<file path="config.mk">
export PLATFORM = sky130hd
export DESIGN_NAME = icache_fetch
export DESIGN_NICKNAME = d
export VERILOG_FILES = /design/src/rtl/icache_fetch.sv
export SDC_FILE = /design/constraint.sdc
export NUM_CORES = 1
export LEC_CHECK = 0
export CAP_MARGIN = 20
export CORE_UTILIZATION = 55
export DETAILED_ROUTE_END_ITERATION = 12
export GPL_TIMING_DRIVEN = 0
export PLACE_DENSITY = 0.74
export SYNTH_ARGS = -nofsm -noshare
export SYNTH_HDL_FRONTEND = slang
export SYNTH_SLANG_ARGS = --single-unit
</file>
<file path="constraint.sdc">
create_clock -name CLK -period 14.2 [get_ports CLK]
set_input_delay 2.84 -clock CLK [delete_from_list [all_inputs] [get_ports CLK]]
set_output_delay 2.84 -clock CLK [all_outputs]
set_load 0.02 [all_outputs]
</file>
<file path="src/rtl/icache_fetch.sv">
// Direct-mapped read-only instruction cache between the CPU PC and instruction memory.
// Optional hit/miss statistics counters are enabled with `define ICACHE_STATS_EN.
module icache_fetch #(
    parameter int INDEX_BITS = 3,
    parameter int ADDR_BITS  = 10
) (
    input  logic                 CLK,
    input  logic                 RESET,
    input  logic [31:0]          PC,
    output logic [31:0]          INSTRUCTION,
    output logic                 BUSYWAIT,
    output logic                 MEM_READ,
    output logic [ADDR_BITS-5:0] MEM_ADDRESS,
    input  logic [127:0]         MEM_READDATA,
    input  logic                 MEM_BUSYWAIT,
`ifdef ICACHE_STATS_EN
    output logic [15:0]          HIT_COUNT,
    output logic [15:0]          MISS_COUNT,
`endif
    output logic [1:0]           DBG_STATE
);

    localparam int TAG_BITS = ADDR_BITS - 4 - INDEX_BITS;
    localparam int LINES    = 1 << INDEX_BITS;

    localparam logic [1:0] S_IDLE     = 2'd0;
    localparam logic [1:0] S_MEM_READ = 2'd1;
    localparam logic [1:0] S_UPDATE   = 2'd2;

    logic [1:0]            state_q, state_d;
    logic [LINES-1:0]      valid_q;
    logic [TAG_BITS-1:0]   tag_q  [LINES];
    logic [127:0]          data_q [LINES];
    logic [TAG_BITS-1:0]   miss_tag_q;
    logic [INDEX_BITS-1:0] miss_index_q;
    logic [127:0]          fill_q;
    logic                  first_q;

    logic [1:0]            pc_offset;
    logic [INDEX_BITS-1:0] pc_index;
    logic [TAG_BITS-1:0]   pc_tag;
    logic                  hit;
    logic [127:0]          line_data;
    logic                  unused_pc;

    assign pc_offset = PC[3:2];
    assign pc_index  = PC[3+INDEX_BITS:4];
    assign pc_tag    = PC[ADDR_BITS-1:4+INDEX_BITS];
    assign unused_pc = ^{PC[31:ADDR_BITS], PC[1:0]};

    assign hit       = valid_q[pc_index] && (tag_q[pc_index] == pc_tag);
    assign line_data = data_q[pc_index];

    // Memory handshake: MEM_READ and MEM_ADDRESS stay stable for the whole
    // MEM_READ state; MEM_READDATA is taken at the first edge after the first
    // cycle of the state where MEM_BUSYWAIT is low.
    always_comb begin
        state_d = state_q;
        unique case (state_q)
            S_IDLE:     if (!hit) state_d = S_MEM_READ;
            S_MEM_READ: if (!first_q && !MEM_BUSYWAIT) state_d = S_UPDATE;
            S_UPDATE:   state_d = S_IDLE;
            default:    state_d = S_IDLE;
        endcase
    end

    always_ff @(posedge CLK or negedge RESET) begin
        if (!RESET) begin
            state_q      <= S_IDLE;
            valid_q      <= '0;
            miss_tag_q   <= '0;
            miss_index_q <= '0;
            fill_q       <= '0;
            first_q      <= 1'b0;
        end else begin
            state_q <= state_d;
            if (state_q == S_IDLE && !hit) begin
                miss_tag_q   <= pc_tag;
                miss_index_q <= pc_index;
                first_q      <= 1'b1;
            end
            if (state_q == S_MEM_READ) begin
                first_q <= 1'b0;
                if (state_d == S_UPDATE) fill_q <= MEM_READDATA;
            end
            if (state_q == S_UPDATE) valid_q[miss_index_q] <= 1'b1;
        end
    end

    // Tag and data arrays carry no reset; the valid bits alone gate their use.
    always_ff @(posedge CLK) begin
        if (state_q == S_UPDATE) begin
            tag_q[miss_index_q]  <= miss_tag_q;
            data_q[miss_index_q] <= fill_q;
        end
    end

    assign MEM_READ    = (state_q == S_MEM_READ);
    assign MEM_ADDRESS = MEM_READ ? {miss_tag_q, miss_index_q} : '0;
    assign INSTRUCTION = (state_q == S_IDLE && hit) ? line_data[{pc_offset, 5'd0} +: 32] : 32'h0;
    assign BUSYWAIT    = RESET && ((state_q != S_IDLE) || !hit);
    assign DBG_STATE   = state_q;

`ifdef ICACHE_STATS_EN
    logic [15:0] hit_cnt_q, miss_cnt_q;

    always_ff @(posedge CLK or negedge RESET) begin
        if (!RESET) begin
            hit_cnt_q  <= '0;
            miss_cnt_q <= '0;
        end else if (state_q == S_IDLE) begin
            if (hit && hit_cnt_q != 16'hFFFF) hit_cnt_q <= hit_cnt_q + 16'd1;
            if (!hit && miss_cnt_q != 16'hFFFF) miss_cnt_q <= miss_cnt_q + 16'd1;
        end
    end

    assign HIT_COUNT  = hit_cnt_q;
    assign MISS_COUNT = miss_cnt_q;
`endif

endmodule

</file>
==> summary.md <==
| Metric | Value |
|---|---|
| Status | complete, no violations |
| Mapped Avg Cell Area | 23.1 um2 |
| Fin util | 65.6% |
| DRC Markers | 0 |
| Drt via density | 6.36 |
| Gpl congestion | 0.803 |
| Share of post-route cells with drive strength above 1 | 31.7% |
| Wire per inst | 30.7 um |
| Final setup fails | 0 |
| Yosys top cell by area | edfxtp_1 |
| First-pass iteration count of the detailed router | 7 |
| Die area | 84100 um2 |
| Type of the worst setup path | input port to primary output |
| Worst path cell trace | buf_4, buf_2, buf_2, clkbuf_1, a211oi_1, a211o_1, a211oi_1, clkdlybuf4s50_1 |
| Pwr dens | 169 nW/um2 |
| Synth Net Count | 2138 |
| Final Non-Filler Cells | 3512 |
| First-pass GRT wire length | 157000 um |
| Register area share after synthesis | 76.9% |
| Critical Path End Type | primary output |
| I/O pin total | 205 |
| Fin crit share | 67.4% |
| H-tree Lvls | 3 |
| Worst reg2reg setup slack | 10.63 ns |
| Max-Cap Viols | 0 |
| Hold_ws | 0.466 ns |
| Largest net degree at the start of global routing | 79 |
| Worst Path Max Fanout | 10 |
| Worst hold path class | flip-flop to flip-flop |
| CTS clock-pin slew for the worst setup and hold paths | 0.06 ns |
| CTS tree | built |
| # diodes | 0 |
| ANT nets after route | 0 |
| Number of port buffers | 175 |
| R2r startpoint | DBG_STATE[1] |
| Post-CTS sizing | 0 |
| Main flop type after synthesis | edfxtp_1 |
| Arr. time, crit path | 6.73 ns |
| EDFF count, synth | 1048 |
| Fillers | 5040 |
| Total Routing Usage GR | 26.0% |
| Minimum clock period | 9.57 ns |
| Placed cell count | 3291 |
| Setup Fix Bufs, Post-CTS | 0 |
| Fmax | 105 MHz |
| Async S/R FF share, synth | 12.2% |
| Leak | 17.7 nW |
| Syn. warnings | 0 |
| Worst skew pair latency | 0.70 ns |
| Synthesized flop and latch total | 1193 |
| Slowest CP cell | a211oi_1 |
| Die Ht | 290 um |
| Reg-to-Reg End | data_q[4][80] |
| Yosys cell types | 30 |
| Crit path buf inv count | 5 |
| Hold Path End | valid_q[1] |
| Num rows | 105 |
| Clk sinks | 1193 |
| Routed WL | 108000 um |
| Area delta synth->final | 18.1% |
| CTS buffer count | 117 |
| Worst relative slew slack | 23.5% |
| Congestion Overflow GR | 0 |
| Worst-Margin Slew | 1.15 ns |
| 1st-iter DRT viols | 2513 |
| Worst Reg-to-Reg Cells | 10 |
| Crit-path leading delay family | buffers and inverters |
| Slew Limit Fails | 0 |
| Max IR drop VDD | 0.108 mV |
| Endpoints failing hold | 0 |
| HP Start | valid_q[1] |
| Final net count | 2504 |
| Core area | 82100 um2 |
| Synth Instances | 1975 |
| WHS Path Cells | 1 |
| CP max stage delay | 0.79 ns |
| Synth area leaders | edfxtp_1 (69%), mux4_2 (15%), dfrtp_1 (8.0%), mux2_2 (3.3%), a211oi_1 (1.0%) |
| Initial antenna violation count | 2 |
| Initial Util | 55.6% |
| CP required | 11.36 ns |
| Hold-fix buffers, CTS | 0 |
| RSZ-0062 raised after global routing | false |
| Vias in the first global route | 22.8k |
| Via count | 22.3k |
| Crit path launch type | input port |
| Die width | 290 um |
| Root Driver | clkbuf_16 |
| Area of the mapped netlist | 45600 um2 |
| DPL Wire Length | 69700 um |
| Multi-input gate area | 9950 um2 |
| Yosys top cell area share | 69.0% |
| Worst Clk Skew | 0.0341 ns |
| Register area | 35100 um2 |
| Clock Tree Buf Depth | 3 |
## per-stage QoR
stage | instance area [um2] | TNS, ns | total power, mW | worst slack [ns]
floorplan | 45600 | 0 | 5.54 | 3.37
global placement | 48700 | -1487.85 | 5.96 | -6.33
detailed placement | 50000 | 0 | 6.06 | 4.78
CTS | 53900 | 0 | 9.12 | 4.77
global route | 53900 | 0 | 9.37 | 4.63
finish | 53900 | 0 | 9.09 | 4.63
## report_power, final
group          switching, mW  leakage (nW)  internal [mW]
clock                   1.30          1.92           1.79
combinational          0.462          4.64          0.456
sequential             0.489          11.2           4.59
total                   2.25          17.7           6.84
## synth_stat cells (all sizes together) (3+ instances only)
library cell / instances
nor2b: 31
dfrtp: 145
buf: 71
clkbuf: 42
nand2: 32
xor2: 3
nor2: 6
and2: 6
nand2b: 4
mux4: 294
mux2: 135
a211oi: 62
nor3: 4
mux2i: 44
or2: 9
a211o: 31
edfxtp: 1048
## placed cells by master (no fill, tap or decap), types with 34 or more instances in the layout
master / n
edfxtp_1: 1048
mux4_2: 294
clkdlybuf4s50_1: 174
dfrtp_1: 145
mux2_2: 135
clkbuf_16: 120
clkbuf_1: 62
a211oi_1: 62
mux2i_1: 44
buf_6: 43
clkinv_2: 34
## sequential cells by signal (all words and copies together), names as in the netlist
signal	cells
DBG_STATE	2
first_q	1
miss_index_q	3
tag_q	24
data_q	1024
valid_q	8
miss_tag_q	3
fill_q	128
## cell type report
cell class	count	share of cell area, %
clock inverters	65	1.11
multi-input cells	668	18.5
inverters	1	0.00696
well taps	1070	2.48
clock buffers	155	6.09
flip-flops and latches	1193	65.1
plain buffers	113	1.16
repair buffers	247	5.57
## how the worst max path moves through the flow
stage / to / slack [ns] / from / cells after the start
finish: INSTRUCTION[5] / 4.63 / PC[6] / 8
global placement: valid_q[0] / -6.33 / DBG_STATE[1] / 3
detailed placement: INSTRUCTION[5] / 4.78 / PC[6] / 8
CTS: INSTRUCTION[5] / 4.77 / PC[6] / 8
floorplan: valid_q[0] / 3.37 / DBG_STATE[0] / 3
global route: INSTRUCTION[5] / 4.63 / PC[6] / 8
## worst reg2reg max path, cell delays in order (launching register included)
cell and delay [ns]:
dfrtp_1 0.53, nand3b_1 0.37, nor3_2 0.92, buf_8 0.25, buf_6 0.18, buf_8 0.17
buf_6 0.19, buf_8 0.18, buf_6 0.16, buf_8 0.15, buf_6 0.17
## per-layer routing
metal / global-route usage, % / wire length [um] / up-vias
met3: 4.83 / 9420 / 164
met5: 0 / 0 / -
li1: - / - / 9045
met2: 42.6 / 53800 / 1166
met4: 8.02 / 2780 / 0
met1: 36.0 / 41800 / 12000
## cell families (layout without fill, tap and decap cells)
| family | Yosys count | count (layout) | share of synthesized area (%) |
|---|---|---|---|
| multiplexers | 473 | 473 | 18.8 |
| buffers and inverters | 114 | 581 | 1.38 |
| AO/OA/AOI/OAI | 97 | 97 | 1.72 |
| AND/OR/NAND/NOR | 95 | 95 | 1.09 |
| flip-flops | 1193 | 1193 | 76.9 |
| XOR/XNOR | 3 | 3 | 0.0741 |
Power figures use the tool's default switching activity.
